[src/rtl/wb_interconnect_2_slaves_pkg.sv]
// Shared Wishbone definitions: FSM encodings, error-termination data, address decode.
package wb_interconnect_2_slaves_pkg;

    localparam logic [1:0] ST_IDLE    = 2'd0;
    localparam logic [1:0] ST_ACTIVE  = 2'd1;
    localparam logic [1:0] ST_ERR_ACK = 2'd2;

    localparam logic [31:0] ERR_DATA = 32'h0;

    typedef struct packed {
        logic hit;
        logic sel;
    } decode_t;

    // Slave 0 takes priority if both tags are configured identically.
    function automatic decode_t decode_slave(input logic [7:0] tag,
                                             input logic [7:0] tag_s0,
                                             input logic [7:0] tag_s1);
        decode_t d;
        d.hit = 1'b1;
        d.sel = 1'b0;
        if (tag == tag_s0)      d.sel = 1'b0;
        else if (tag == tag_s1) d.sel = 1'b1;
        else                    d.hit = 1'b0;
        return d;
    endfunction

endpackage

[src/rtl/wb_interconnect_2_slaves_if.sv]
// One Wishbone link: request fields flow master->slave, ack/read data/interrupt flow back.
interface wb_interconnect_2_slaves_if;
    logic        we;
    logic        cyc;
    logic        stb;
    logic [3:0]  sel;
    logic [31:0] adr;
    logic [31:0] dat_w;
    logic [31:0] dat_r;
    logic        ack;
    logic        irq;

    modport master (output we, cyc, stb, sel, adr, dat_w, input dat_r, ack, irq);
    modport slave  (input we, cyc, stb, sel, adr, dat_w, output dat_r, ack, irq);
endinterface

[src/rtl/wb_interconnect_2_slaves_timeout_counter.sv]
// Stall counter: expired_o pulses combinationally on the LIMIT-th enabled cycle since clear.
// Holds at its final value until cleared; no backpressure of its own.
module wb_timeout_counter #(
    parameter int unsigned LIMIT = 255
) (
    input  logic clk,
    input  logic rst,
    input  logic clear_i,
    input  logic en_i,
    output logic expired_o
);
    localparam int unsigned W = (LIMIT < 2) ? 1 : $clog2(LIMIT);
    localparam logic [W-1:0] LAST = W'(LIMIT - 1);

    logic [W-1:0] cnt_q, cnt_d;

    assign expired_o = en_i & (cnt_q == LAST);

    always_comb begin
        cnt_d = cnt_q;
        if (clear_i)                 cnt_d = '0;
        else if (en_i && !expired_o) cnt_d = cnt_q + 1'b1;
    end

    always_ff @(posedge clk) begin
        if (rst) cnt_q <= '0;
        else     cnt_q <= cnt_d;
    end

endmodule

[src/rtl/wb_interconnect_2_slaves.sv]
// 1-master/2-slave Wishbone decoder: one-cycle decode, then combinational pass-through until ack;
// decode misses and stalled slaves are terminated with a zero-data ack and sticky o_m_err.
module wb_interconnect_2_slaves
    import wb_interconnect_2_slaves_pkg::*;
#(
    parameter int unsigned TIMEOUT_CYCLES = 255,
    parameter logic [7:0]  ADDR_S0        = 8'h00,
    parameter logic [7:0]  ADDR_S1        = 8'h01
) (
    input  logic                        clk,
    input  logic                        rst,
    wb_interconnect_2_slaves_if.slave   m,
    wb_interconnect_2_slaves_if.master  s0,
    wb_interconnect_2_slaves_if.master  s1,
    output logic                        o_m_err
);

    logic [1:0]  state_q, state_d;
    logic        sel_q, sel_d;
    logic        err_q, err_d;
    logic        int_q;
    logic        req, active, slv_ack, tmo_en, tmo_exp;
    logic        fwd, fwd0, fwd1;
    logic [31:0] slv_dat;
    decode_t     dec;

    assign req     = m.cyc & m.stb;
    assign active  = (state_q == ST_ACTIVE);
    assign dec     = decode_slave(m.adr[31:24], ADDR_S0, ADDR_S1);
    assign slv_ack = sel_q ? s1.ack   : s0.ack;
    assign slv_dat = sel_q ? s1.dat_r : s0.dat_r;

    // A slave ack in the expiry cycle suppresses the timeout because it removes the enable.
    assign tmo_en  = active & m.cyc & m.stb & ~slv_ack;

    wb_timeout_counter #(.LIMIT(TIMEOUT_CYCLES)) u_timeout (
        .clk       (clk),
        .rst       (rst),
        .clear_i   (~active),
        .en_i      (tmo_en),
        .expired_o (tmo_exp)
    );

    assign fwd  = ~rst & active & m.cyc & ~tmo_exp;
    assign fwd0 = fwd & ~sel_q;
    assign fwd1 = fwd &  sel_q;

    assign s0.we    = fwd0 & m.we;
    assign s0.cyc   = fwd0;
    assign s0.stb   = fwd0 & m.stb;
    assign s0.sel   = fwd0 ? m.sel   : '0;
    assign s0.adr   = fwd0 ? m.adr   : '0;
    assign s0.dat_w = fwd0 ? m.dat_w : '0;

    assign s1.we    = fwd1 & m.we;
    assign s1.cyc   = fwd1;
    assign s1.stb   = fwd1 & m.stb;
    assign s1.sel   = fwd1 ? m.sel   : '0;
    assign s1.adr   = fwd1 ? m.adr   : '0;
    assign s1.dat_w = fwd1 ? m.dat_w : '0;

    assign m.irq   = int_q;
    assign o_m_err = err_q;

    always_comb begin
        m.ack   = 1'b0;
        m.dat_r = ERR_DATA;
        if (!rst) begin
            if (fwd) begin
                m.ack   = slv_ack;
                m.dat_r = slv_dat;
            end else if ((active && tmo_exp) || state_q == ST_ERR_ACK) begin
                m.ack   = 1'b1;
            end
        end
    end

    always_comb begin
        state_d = state_q;
        sel_d   = sel_q;
        err_d   = err_q;
        case (state_q)
            ST_IDLE: begin
                if (req) begin
                    sel_d   = dec.sel;
                    err_d   = ~dec.hit;
                    state_d = dec.hit ? ST_ACTIVE : ST_ERR_ACK;
                end
            end
            ST_ACTIVE: begin
                if (!m.cyc || slv_ack) begin
                    state_d = ST_IDLE;
                end else if (tmo_exp) begin
                    state_d = ST_IDLE;
                    err_d   = 1'b1;
                end
            end
            ST_ERR_ACK: state_d = ST_IDLE;
            default:    state_d = ST_IDLE;
        endcase
    end

    always_ff @(posedge clk) begin
        if (rst) begin
            state_q <= ST_IDLE;
            sel_q   <= 1'b0;
            err_q   <= 1'b0;
            int_q   <= 1'b0;
        end else begin
            state_q <= state_d;
            sel_q   <= sel_d;
            err_q   <= err_d;
            int_q   <= s0.irq | s1.irq;
        end
    end

endmodule
[src/flat_wrapper.sv]
// flat-port wrapper written by rule: the top's interface ports become plain ports
module wb_interconnect_2_slaves_flat import wb_interconnect_2_slaves_pkg::*;
#(
    parameter int unsigned TIMEOUT_CYCLES = 255,
    parameter logic [7:0]  ADDR_S0        = 8'h00,
    parameter logic [7:0]  ADDR_S1        = 8'h01
)
  (clk, rst, o_m_err, m_we, m_cyc, m_stb, m_sel, m_adr, m_dat_w, m_dat_r, m_ack, m_irq, s0_we, s0_cyc, s0_stb, s0_sel, s0_adr, s0_dat_w, s0_dat_r, s0_ack, s0_irq, s1_we, s1_cyc, s1_stb, s1_sel, s1_adr, s1_dat_w, s1_dat_r, s1_ack, s1_irq);
  wb_interconnect_2_slaves_if m_i ();
  wb_interconnect_2_slaves_if s0_i ();
  wb_interconnect_2_slaves_if s1_i ();
  input  logic clk;
  input  logic rst;
  output logic o_m_err;
  input wire logic [$bits(m_i.we)-1:0] m_we;
  input wire logic [$bits(m_i.cyc)-1:0] m_cyc;
  input wire logic [$bits(m_i.stb)-1:0] m_stb;
  input wire logic [$bits(m_i.sel)-1:0] m_sel;
  input wire logic [$bits(m_i.adr)-1:0] m_adr;
  input wire logic [$bits(m_i.dat_w)-1:0] m_dat_w;
  output wire logic [$bits(m_i.dat_r)-1:0] m_dat_r;
  output wire logic [$bits(m_i.ack)-1:0] m_ack;
  output wire logic [$bits(m_i.irq)-1:0] m_irq;
  output wire logic [$bits(s0_i.we)-1:0] s0_we;
  output wire logic [$bits(s0_i.cyc)-1:0] s0_cyc;
  output wire logic [$bits(s0_i.stb)-1:0] s0_stb;
  output wire logic [$bits(s0_i.sel)-1:0] s0_sel;
  output wire logic [$bits(s0_i.adr)-1:0] s0_adr;
  output wire logic [$bits(s0_i.dat_w)-1:0] s0_dat_w;
  input wire logic [$bits(s0_i.dat_r)-1:0] s0_dat_r;
  input wire logic [$bits(s0_i.ack)-1:0] s0_ack;
  input wire logic [$bits(s0_i.irq)-1:0] s0_irq;
  output wire logic [$bits(s1_i.we)-1:0] s1_we;
  output wire logic [$bits(s1_i.cyc)-1:0] s1_cyc;
  output wire logic [$bits(s1_i.stb)-1:0] s1_stb;
  output wire logic [$bits(s1_i.sel)-1:0] s1_sel;
  output wire logic [$bits(s1_i.adr)-1:0] s1_adr;
  output wire logic [$bits(s1_i.dat_w)-1:0] s1_dat_w;
  input wire logic [$bits(s1_i.dat_r)-1:0] s1_dat_r;
  input wire logic [$bits(s1_i.ack)-1:0] s1_ack;
  input wire logic [$bits(s1_i.irq)-1:0] s1_irq;
  assign m_i.we = m_we;
  assign m_i.cyc = m_cyc;
  assign m_i.stb = m_stb;
  assign m_i.sel = m_sel;
  assign m_i.adr = m_adr;
  assign m_i.dat_w = m_dat_w;
  assign m_dat_r = m_i.dat_r;
  assign m_ack = m_i.ack;
  assign m_irq = m_i.irq;
  assign s0_we = s0_i.we;
  assign s0_cyc = s0_i.cyc;
  assign s0_stb = s0_i.stb;
  assign s0_sel = s0_i.sel;
  assign s0_adr = s0_i.adr;
  assign s0_dat_w = s0_i.dat_w;
  assign s0_i.dat_r = s0_dat_r;
  assign s0_i.ack = s0_ack;
  assign s0_i.irq = s0_irq;
  assign s1_we = s1_i.we;
  assign s1_cyc = s1_i.cyc;
  assign s1_stb = s1_i.stb;
  assign s1_sel = s1_i.sel;
  assign s1_adr = s1_i.adr;
  assign s1_dat_w = s1_i.dat_w;
  assign s1_i.dat_r = s1_dat_r;
  assign s1_i.ack = s1_ack;
  assign s1_i.irq = s1_irq;
  wb_interconnect_2_slaves #(.TIMEOUT_CYCLES(TIMEOUT_CYCLES), .ADDR_S0(ADDR_S0), .ADDR_S1(ADDR_S1)) u_core (.clk(clk), .rst(rst), .m(m_i), .s0(s0_i), .s1(s1_i), .o_m_err(o_m_err));
endmodule
[config.mk]
export PLATFORM = sky130hd
export DESIGN_NAME = wb_interconnect_2_slaves_flat
export DESIGN_NICKNAME = d
export VERILOG_FILES = /design/src/rtl/wb_interconnect_2_slaves_pkg.sv /design/src/rtl/wb_interconnect_2_slaves_if.sv /design/src/rtl/wb_interconnect_2_slaves_timeout_counter.sv /design/src/rtl/wb_interconnect_2_slaves.sv /design/src/flat_wrapper.sv
export SDC_FILE = /design/constraint.sdc
export NUM_CORES = 1
export LEC_CHECK = 0
export CAP_MARGIN = 0
export CORE_AREA = 8 8 117 119
export CTS_BUF_LIST = sky130_fd_sc_hd__clkbuf_4 sky130_fd_sc_hd__clkbuf_8 sky130_fd_sc_hd__clkbuf_16
export CTS_CLUSTER_DIAMETER = 120
export CTS_CLUSTER_SIZE = 8
export DETAILED_ROUTE_END_ITERATION = 12
export DIE_AREA = 0 0 125 127
export DONT_BUFFER_PORTS = 1
export MAX_ROUTING_LAYER = met4
export SLEW_MARGIN = 30
export SYNTH_ARGS = -nofsm -noshare
export SYNTH_HDL_FRONTEND = slang
export SYNTH_HIERARCHICAL = 1
export SYNTH_SLANG_ARGS = --single-unit
[constraint.sdc]
create_clock -name clk -period 3.7 [get_ports clk]
set_input_delay 0.925 -clock clk [delete_from_list [all_inputs] [get_ports clk]]
set_output_delay 0.925 -clock clk [all_outputs]
set_load 0.02 [all_outputs]
Yosys cells after proc, flatten, opt, wreduce, memory -nomap -nowiden

Index checks and enable logic that the tools add are counted.

Register bits: 13
Output and inout port bits: 177
Logic and storage cells: 73

Add/subtract/negate cells: 1
Equality and inequality tests: 8
Mux-type cells: 25
Bitwise logic cells: 21
Reduce and logical (&&, ||, !) cells: 13

Operator list:

| kind                | count |
|---|---|
| $mux 32             | 7 |
| $and 1x1->1         | 14 |
| $mux 1              | 10 |
| $add 8x1->8 const B | 1 |
| $eq 8x1->1 const B  | 1 |
| $eq 8x8->1 const B  | 1 |
| $logic_not 8->1     | 1 |
| $mux 2              | 4 |
| $mux 4              | 2 |
| $not 1->1           | 6 |
| $ne 2x2->1 const B  | 2 |
| $pmux 2 s2          | 1 |
| $reduce_and 2->1    | 2 |
| $reduce_and 4->1    | 1 |
| $ne 3x3->1 const B  | 1 |
| $eq 2x1->1 const B  | 1 |
| $eq 2x2->1 const B  | 1 |
| $logic_and 1x1->1   | 2 |
| $logic_not 1->1     | 2 |
| $logic_not 2->1     | 1 |
| $logic_or 1x1->1    | 2 |
| $ne 2x1->1 const B  | 1 |
| $pmux 1 s2          | 1 |
| $reduce_bool 2->1   | 1 |
| 2 further kinds     | 2 |

Longest topological paths before layout

Gate-level depths: netlist of run 1.

Word-level depth: 10
Mapped depth: 10
Depth with buffers taken out: 7

Modules after synthesis

Netlist of run 1, hierarchy kept.

Modules (own cells, without submodules):

| module                   | times used | cells each | area an instance (µm²) | sequential area each (µm²) |
|---|---|---|---|---|
| wb_interconnect_2_slaves | 1          | 264        | 1,798.0                | 100.1 |
| wb_timeout_counter       | 1          | 51         | 455.4                  | 160.2 |

Least setup slack after synthesis of run 1

Ideal clock, no wire load.

Kind: in2out
Start point: input s1_ack
End point: output m_dat_r[0]
Data arrival time: 2.694 ns
Data required time: 2.775 ns
Setup slack: 0.081 ns
Stages on the path: 8
Path buffers: 2
Cells stage by stage: mux2_2 nor4_1 and3_1 nand4bb_4 nand2b_1 buf_2 buf_6 nor2_1

Word-level cells in the longest chain between the ends: 8

RTL lines:

| element            | RTL line                                       | source |
|---|---|---|
| from (decl)        | flat_wrapper.sv:40                             | `input wire logic [$bits(s1_i.ack)-1:0] s1_ack;` |
| $mux 1             | wb_interconnect_2_slaves.sv:30                 | `assign slv_ack = sel_q ? s1.ack : s0.ack;` |
| $not 1->1          | wb_interconnect_2_slaves.sv:34                 | `assign tmo_en = active & m.cyc & m.stb & ~slv_ack;` |
| $and 1x1->1        | wb_interconnect_2_slaves.sv:34                 |  |
| net u_core.tmo_en  | wb_interconnect_2_slaves.sv:22                 | `logic req, active, slv_ack, tmo_en, tmo_exp;` |
| $and 1x1->1        | wb_interconnect_2_slaves_timeout_counter.sv:17 | `assign expired_o = en_i & (cnt_q == LAST);` |
| net u_core.tmo_exp | wb_interconnect_2_slaves.sv:22                 |  |
| $not 1->1          | wb_interconnect_2_slaves.sv:44                 | `assign fwd = ~rst & active & m.cyc & ~tmo_exp;` |
| $and 1x1->1        | wb_interconnect_2_slaves.sv:44                 |  |
| $mux 32            | wb_interconnect_2_slaves.sv:69                 | `if (fwd) begin` |
| $mux 32            | wb_interconnect_2_slaves.sv:68                 | `if (!rst) begin` |
| to (decl)          | flat_wrapper.sv:21                             | `output wire logic [$bits(m_i.dat_r)-1:0] m_dat_r;` |

The timed path passes the listed nets, and every way through them passes these cells.

Worst setup path in the final report of run 1

Start point: register u_core.u_timeout.cnt_q[0]
End point: output s1_dat_w[2]

Word-level cells in the longest chain between the ends: 6

RTL lines:

| element                | RTL line                                       | source |
|---|---|---|
| from (decl)            | wb_interconnect_2_slaves_timeout_counter.sv:15 | `logic [W-1:0] cnt_q, cnt_d;` |
| from (signal assigned) | wb_interconnect_2_slaves_timeout_counter.sv:27 | `else cnt_q <= cnt_d;` |
| $eq 8x8->1             | wb_interconnect_2_slaves_timeout_counter.sv:17 |  |
| $and 1x1->1            | wb_interconnect_2_slaves_timeout_counter.sv:17 |  |
| net u_core.tmo_exp     | wb_interconnect_2_slaves.sv:22                 |  |
| $not 1->1              | wb_interconnect_2_slaves.sv:44                 |  |
| $and 1x1->1            | wb_interconnect_2_slaves.sv:44                 |  |
| $and 1x1->1            | wb_interconnect_2_slaves.sv:46                 | `assign fwd1 = fwd & sel_q;` |
| $mux 32                | wb_interconnect_2_slaves.sv:60                 | `assign s1.dat_w = fwd1 ? m.dat_w : '0;` |
| to (decl)              | flat_wrapper.sv:38                             | `output wire logic [$bits(s1_i.dat_w)-1:0] s1_dat_w;` |

The timed path passes the listed nets, and every way through them passes these cells.

==> flow_summary.yaml, run 1 <==
detailed_routing:
  drt_iter0_markers: 235
  wl_met2_um: 6000
  firstDrtPassIters: 5
  wl_um: 11400
  drc: 0
  vias_per_cell: 5.03
  top_layer_used: "met4"
  met1_length_um: 3870
  drtAntennaViolNets: 0
  routedWlPerCell_um: 23.6
  wl_met3_um: 1370
  dr_total_vias: 2430
timing:
  max_slew_margin_pct: 55.9
  rsz0062_at_grt: "false"
  fmax_mhz: 288
  tns_ns: 0
  slew_violations: 0
  hold_viol_final: 0
  skew_ns: 0.00284
  layout_setup_ws_ns: 0.222
  setup_viol: 0
  tightest_slew_ns: 0.656
  min_period_over_period_pct: 94.0
  period_minus_slack_ns: 3.48
synthesis:
  netlist_top_cells_count: "and2_1 (139), nor2_1 (35), mux2i_1 (34)"
  yosys_warnings: 6
  synth.most_common_cell: "and2_1"
  syn_area_sq_mm: 0.00225
  synth_edf_count: 0
  ys.flop_type: "dfxtp_1"
  synthTopCellsByArea: "and2_1 (39%), mux2i_1 (15%), dfxtp_1 (12%), nor2_1 (5.8%), clkbuf_2 (2.7%)"
  synth_top_area_cell: "and2_1"
  synth.top_cell.area_share_pct: 38.6
  yosys.cell_types.count: 41
  ys_async_sr_fraction_pct: 0
  syn_nets: 458
  synth_cells: 315
  seq_area_frac_synth_pct: 11.5
  syn_area_per_cell_sq_um: 7.15
  ys_seq_elements: 13
clock_tree:
  cts.sinks: 13
  cts_tree: "done"
  root_buffer: "clkbuf_16"
  clk_pin_slew_ns: 0.04
  htreeDepth: 1
  cts-hold-fix-buffers: 0
  cts_buffer_depth: 2
  cts-buffers-inserted: 3
  cts_setup_buffers: 0
  cts_resized: 0
  clkLatencyLatePin_ns: 0.24
worst_setup_path:
  critPathTopFamily: "simple AND/OR/NAND/NOR gates"
  worstPathCellList: "inv_1, ha_1, and3_4, and3_1, nand4bb_4, nor3_4, buf_4, and2_1"
  slowest_delay_ns: 0.40
  worstSetupStartpointType: "flip-flop"
  crit_path_end_kind: "output port"
  cp.required_ns: 2.77
  path_buf_inv: 2
  critPathKind: "flip-flop to output port"
  critical_path_arrival_ns: 2.55
  cp_slowest_cell: "dfxtp_1"
  cp_max_fo: 20
placed_design:
  numPortBuffers: 0
  place_congestion: 0.905
  pre_cts_slack_ns: 0.230
  dp_hpwl_um: 10000
die:
  num_rows: 40
  die_area_sq_mm: 0.0159
  ios: 318
  initial_core_util_pct: 19.1
  chipWidth_um: 125
  core_area_sq_mm: 0.0118
  die_h_um: 127
finish:
  area_growth_pct: 20.5
  fin_util_pct: 23.0
  num_antenna_cells: 0
  drive_above_1_share_pct: 16.1
  final_nets: 480
power_and_ir_drop:
  seqPwrFrac_pct: 38.5
  ir_drop_v: 0.000110
  p_sw_share_pct: 19.1
  power_density_mw_per_mm2: 140
  p_total_w: 0.000381
  power_frac_clock_pct: 55.0
  p_sw_w: 0.0000726
  p_int_w: 0.000308
  leakage_nw: 1.05
  comb_power_share_pct: 6.5
global_route:
  grt_pass1_vias: 2297
  grt_pass1_wl_um: 16000
  antenna_found_initial: 0
  grt_max_degree: 71
  grt_usage_pct: 12.9
  grt_overflow_total: 0
min_path:
  hold_class: "flip-flop to flip-flop"
status:
  outcome: "complete, no violations"
job:
  maxCapViolCount: 0
## through the flow
step                      hold slack (ns)  area [sq um]  instances
after floorplan                     0.459          2250        315
after detailed placement            0.481          2630        479
after CTS                           0.493          2720        483
after global routing                0.521          2720        483
final                               0.497          2720        483
after global placement              0.474          2630        479
## worst paths after layout
kind | start | endpoint | slack, ns | cells after the start
setup / recovery | u_core/u_timeout/cnt_q[0] | s1_dat_w[2] | 0.22 | 8
hold / removal | u_core/u_timeout/cnt_q[5] | u_core/u_timeout/cnt_q[5] | 0.50 | 1
setup reg to reg | u_core/state_q[0] | u_core/u_timeout/cnt_q[7] | 1.83 | 6
hold reg to reg | u_core/u_timeout/cnt_q[5] | u_core/u_timeout/cnt_q[5] | 0.50 | 1
## state kept, by name (all words and copies together) (netlist names)
name and flops:
u_core/u_timeout/cnt_q 8, u_core/m.irq 1, u_core/state_q 2, u_core/sel_q 1, u_core/o_m_err 1
## metal layers
| layer | track usage, % | vias to the layer above |
|---|---|---|
| met3 | 5.20 | 13 |
| li1 | - | 1081 |
| met1 | 13.2 | 1149 |
| met4 | 2.58 | 0 |
| met5 | - | - |
| met2 | 23.1 | 187 |
## worst reg2reg max path, delay by kind of cell, from the launching register on
family          cells  cell delay [ns]
compound gates      1             0.12
simple gates        4             0.97
flops               1             0.45
buf+inv             1             0.21
## power by group through the flow
stage           logic, W  registers, W  clock network [W]
2_1_floorplan  0.0000221      0.000148                  0
3_3_place_gp   0.0000251      0.000150                  0
3_5_place_dp   0.0000251      0.000150                  0
4_1_cts        0.0000253      0.000147           0.000216
5_1_grt        0.0000272      0.000147           0.000226
6_report       0.0000249      0.000147           0.000209
## cell families (layout without fill, tap and decap cells)
family	after synthesis	count (layout)	share of synthesized area, %
compound gates	24	24	7.22
fa+ha+maj	2	2	1.11
buf+inv	31	52	8.05
flops	13	13	11.5
mux	35	35	15.6
simple gates	210	210	56.5
## cells in the final DEF, fill, tap and decap left out, types with 2 or more instances in the layout
cell	Yosys	layout
nor4_1	2	2
o21ai_0	2	2
o31ai_1	2	2
inv_1	6	6
nor3_1	3	3
clkbuf_16	0	3
and3_1	2	2
buf_4	1	39
buf_12	0	3
and4_1	2	2
dfxtp_1	13	12
and2_1	139	139
nand2b_1	3	3
a31oi_1	3	3
nor3_4	2	2
nand4_1	3	3
nand2_1	6	6
nor2_1	35	35
a211oi_1	4	4
ha_1	2	2
nand3_1	4	4
mux2i_1	34	34
a21oi_1	6	6
## final cells by class
| cell class | count | area [sq um] |
|---|---|---|
| Clock buffer | 4 | 82.6 |
| Fill cell | 1306 | 9100 |
| Inverter | 6 | 22.5 |
| Multi-Input combinational cell | 271 | 1810 |
| Sequential cell | 13 | 262 |
| Tap cell | 147 | 184 |
| Timing Repair Buffer | 42 | 353 |
Note: power is estimated with default switching activity, not from simulation.
==> run 2, diff against run 1 <==
==> constraint.sdc (replaced) <==
create_clock -name clk -period 4.35 [get_ports clk]
set_input_delay 1.0875 -clock clk [delete_from_list [all_inputs] [get_ports clk]]
set_output_delay 1.0875 -clock clk [all_outputs]
set_load 0.02 [all_outputs]
==> flow_summary.yaml, run 2 (same netlist as run 1, synthesis figures left out) <==
timing:
  layout_setup_ws_ns: 0.486
  fmax_mhz: 259
  min_period_over_period_pct: 88.8
  rsz0062_at_grt: "false"
  period_minus_slack_ns: 3.86
  skew_ns: 0.00400
  slew_violations: 0
  setup_viol: 0
  tns_ns: 0
  tightest_slew_ns: 0.800
  hold_viol_final: 0
  max_slew_margin_pct: 46.2
  holdWs_ns: 0.497
die:
  die_h_um: 127
  ios: 318
  die_area_sq_mm: 0.0159
  core_area_sq_mm: 0.0118
  num_rows: 40
  chipWidth_um: 125
  initial_core_util_pct: 19.1
worst_setup_path:
  critPathTopFamily: "simple AND/OR/NAND/NOR gates"
  worstSetupStartpointType: "input port"
  crit_path_end_kind: "output port"
  slowest_delay_ns: 0.31
  cp_max_fo: 34
  cp_slowest_cell: "buf_4"
  crit_path_frequent_cell: "buf_4"
  cp.required_ns: 3.26
  critical_path_arrival_ns: 2.78
  path_buf_inv: 2
  critPathKind: "input port to output port"
  worstPathCellList: "mux2_2, nor4_1, and3_1, nand4bb_4, nand2b_1, buf_4, nor2_1, buf_4"
finish:
  drive_above_1_share_pct: 15.8
  final_common_cell: "and2_1"
  largest_reg_flops: 8
  fin_util_pct: 22.8
  fin_cells: 482
  final_nets: 479
  fill_cells: 1293
  area_growth_pct: 19.6
  num_antenna_cells: 0
  top_register: "u_core/u_timeout/cnt_q"
  mostFrequentLayoutCells: "and2_1 (139), buf_4 (39), nor2_1 (35)"
  largestRegisters: "u_core/u_timeout/cnt_q (8), u_core/state_q (2)"
placed_design:
  numPortBuffers: 0
  dp.cells: 478
  dp_hpwl_um: 9930
  pre_cts_slack_ns: 0.489
  place_congestion: 0.904
detailed_routing:
  drtAntennaViolNets: 0
  dr_total_vias: 2368
  firstDrtPassIters: 4
  routedWlPerCell_um: 23.7
  wl_um: 11400
  vias_per_cell: 4.91
  drc: 0
  drt_iter0_markers: 210
global_route:
  grt_pass1_vias: 2310
  antenna_found_initial: 0
  grt_usage_pct: 13.3
  grt_pass1_wl_um: 16400
  grt_overflow_total: 0
  grt_max_degree: 71
job:
  maxCapViolCount: 0
clock_tree:
  cts-buffers-inserted: 3
  cts_setup_buffers: 0
  cts-hold-fix-buffers: 0
  htreeDepth: 1
  cts_resized: 0
  cts.sinks: 13
  clk_pin_slew_ns: 0.04
  root_buffer: "clkbuf_16"
  cts_tree: "done"
  clkLatencyLatePin_ns: 0.25
  cts_buffer_depth: 2
status:
  outcome: "complete, no violations"
power_and_ir_drop:
  power_density_mw_per_mm2: 123
  ir_drop_v: 0.000153
  leakage_nw: 1.04
min_path:
  hold_class: "flip-flop to flip-flop"
run 2: cell types whose count changed in the layout (fill, tap and decap cells not counted):
cell    previous run  this run
buf_12             3         2
run 2: metal layers:
metal  global-route usage, %  share of wire, %  up-vias
met1                    13.3                33     1104
met4                    2.79               1.7        0
li1                        -                 -     1077
met2                    23.3                52      171
met3                    6.36                13       16
met5                       -                 0        -
run 2: final timing paths:
| path | startpoint | to | slack (ns) | cells past startpoint |
|---|---|---|---|---|
| hold reg to reg | u_core/u_timeout/cnt_q[5] | u_core/u_timeout/cnt_q[5] | 0.50 | 1 |
| setup / recovery | s1_ack | m_dat_r[12] | 0.49 | 8 |
| setup reg to reg | u_core/u_timeout/cnt_q[0] | u_core/state_q[0] | 2.54 | 7 |
| hold / removal | u_core/u_timeout/cnt_q[5] | u_core/u_timeout/cnt_q[5] | 0.50 | 1 |
run 2: worst reg2reg max path: cells and delay by family (launching register included):
family | cells | cell delay [ns]
buf+inv | 1 | 0.09
compound gates | 1 | 0.13
flops | 1 | 0.39
fa+ha+maj | 1 | 0.25
simple gates | 4 | 0.88
run 2: power breakdown:
part	switching (W)	leakage, nW	internal (W)
clock network	0.0000539	0.0416	0.000130
registers	0.00000362	0.106	0.000121
logic	0.0000105	0.891	0.0000113
run 2: per-stage QoR:
step,power (W),cell area (sq um)
finish,0.000331,2700
detailed placement,0.000149,2610
floorplan,0.000145,2250
CTS,0.000335,2700
global placement,0.000149,2610
global route,0.000342,2700
run 2: layout make-up:
class                   instances  area (sq um)  share of cell area [%]
clock buffers                   4          82.6                    3.06
inverters                       6          22.5                   0.836
multi-input cells             271          1810                    67.2
flip-flops and latches         13           262                    9.70
well taps                     147           184                    6.82
repair buffers                 41           333                    12.3
==> run 3, diff against run 2 <==
--- a/config.mk
+++ b/config.mk
@@ -7,7 +7,6 @@
 export LEC_CHECK = 0
 export CAP_MARGIN = 0
 export CORE_AREA = 8 8 117 119
-export CTS_BUF_LIST = sky130_fd_sc_hd__clkbuf_4 sky130_fd_sc_hd__clkbuf_8 sky130_fd_sc_hd__clkbuf_16
 export CTS_CLUSTER_DIAMETER = 120
 export CTS_CLUSTER_SIZE = 8
 export DETAILED_ROUTE_END_ITERATION = 12
==> flow_summary.yaml, run 3 (same netlist as run 1, synthesis figures left out) <==
status:
  outcome: "complete, no violations"
timing:
  setup_viol: 0
  layout_setup_ws_ns: 0.485
  min_period_over_period_pct: 88.8
  period_minus_slack_ns: 3.86
  slew_violations: 0
  rsz0062_at_grt: "false"
  max_slew_margin_pct: 46.2
  fmax_mhz: 259
  skew_ns: 0.00267
  tns_ns: 0
  tightest_slew_ns: 0.800
  hold_viol_final: 0
job:
  maxCapViolCount: 0
finish:
  final_common_cell: "and2_1"
  drive_above_1_share_pct: 15.5
  largestRegisters: "u_core/u_timeout/cnt_q (8), u_core/state_q (2)"
  final_nets: 479
  final_cell_area_sq_mm: 0.00269
  top_register: "u_core/u_timeout/cnt_q"
  fin_util_pct: 22.8
  mostFrequentLayoutCells: "and2_1 (139), buf_4 (39), nor2_1 (35)"
  num_antenna_cells: 0
  largest_reg_flops: 8
  area_growth_pct: 19.4
detailed_routing:
  vias_per_cell: 4.90
  routedWlPerCell_um: 23.7
  dr_total_vias: 2363
  drt_iter0_markers: 206
  wl_um: 11400
  drtAntennaViolNets: 0
  drc: 0
  firstDrtPassIters: 4
die:
  die_h_um: 127
  num_rows: 40
  die_area_sq_mm: 0.0159
  core_area_sq_mm: 0.0118
  ios: 318
  chipWidth_um: 125
  initial_core_util_pct: 19.1
clock_tree:
  cts-buffers-inserted: 3
  cts_buffer_depth: 2
  cts-hold-fix-buffers: 0
  cts_setup_buffers: 0
  cts_resized: 0
  cts.sinks: 13
  clkLatencyLatePin_ns: 0.24
  root_buffer: "clkbuf_16"
  clk_pin_slew_ns: 0.05
  htreeDepth: 1
  cts_tree: "done"
worst_setup_path:
  critical_path_arrival_ns: 2.78
  slowest_delay_ns: 0.31
  worstPathCellList: "mux2_2, nor4_1, and3_1, nand4bb_4, nand2b_1, buf_4, nor2_1, buf_4"
  cp_max_fo: 34
  cp_slowest_cell: "buf_4"
  crit_path_end_kind: "output port"
  critPathKind: "input port to output port"
  worstSetupStartpointType: "input port"
  cp.required_ns: 3.26
  crit_path_frequent_cell: "buf_4"
global_route:
  grt_usage_pct: 13.3
  grt_max_degree: 71
  grt_overflow_total: 0
  grt_pass1_vias: 2310
  antenna_found_initial: 0
  grt_pass1_wl_um: 16400
power_and_ir_drop:
  p_total_w: 0.000324
  power_density_mw_per_mm2: 121
  ir_drop_v: 0.000154
  leakage_nw: 1.03
placed_design:
  place_congestion: 0.904
  numPortBuffers: 0
  pre_cts_slack_ns: 0.489
  dp_hpwl_um: 9930
  placed_area_sq_mm: 0.00261
min_path:
  hold_class: "flip-flop to flip-flop"
-- run 3: cell counts in the layout (fill, tap and decap cells not counted) --
Identical to the previous run, type by type.
-- run 3: where the power goes --
group / leakage (nW) / switching, W / internal, W
clock network: 0.0382 / 0.0000539 / 0.000124
registers: 0.106 / 0.00000362 / 0.000121
logic: 0.891 / 0.0000105 / 0.0000113
total: 1.03 / 0.0000680 / 0.000256
-- run 3: layer usage --
metal | track usage (%) | vias up | wire length [um]
met5 | - | - | 0
met4 | 2.79 | 0 | 199
met3 | 6.36 | 16 | 1460
met2 | 23.3 | 173 | 5920
met1 | 13.3 | 1097 | 3830
li1 | - | 1077 | -
-- run 3: path summary, 6_finish.rpt --
kind | from | endpoint | slack, ns | cells past startpoint
setup / recovery | s1_ack | m_dat_r[12] | 0.49 | 8
hold / removal | u_core/u_timeout/cnt_q[5] | u_core/u_timeout/cnt_q[5] | 0.50 | 1
setup reg to reg | u_core/u_timeout/cnt_q[0] | u_core/state_q[0] | 2.54 | 7
hold reg to reg | u_core/u_timeout/cnt_q[5] | u_core/u_timeout/cnt_q[5] | 0.50 | 1
-- run 3: metrics by stage --
stage,instances,hold slack (ns)
3_5_place_dp,478,0.491
5_1_grt,482,0.528
3_3_place_gp,478,0.475
6_report,482,0.496
4_1_cts,482,0.496
2_1_floorplan,315,0.459
-- run 3: final cells by class --
cell class                      instances  area [sq um]
Clock buffer                            4          78.8
Fill cell                            1295          9120
Inverter                                6          22.5
Multi-Input combinational cell        271          1810
Sequential cell                        13           262
Tap cell                              147           184
Timing Repair Buffer                   41           333
-- run 3: worst max-delay path, delay by kind of cell --
| family | cells | cell delay, ns |
|---|---|---|
| buffers and inverters | 2 | 0.48 |
| AND/OR/NAND/NOR | 5 | 0.94 |
| multiplexers | 1 | 0.26 |
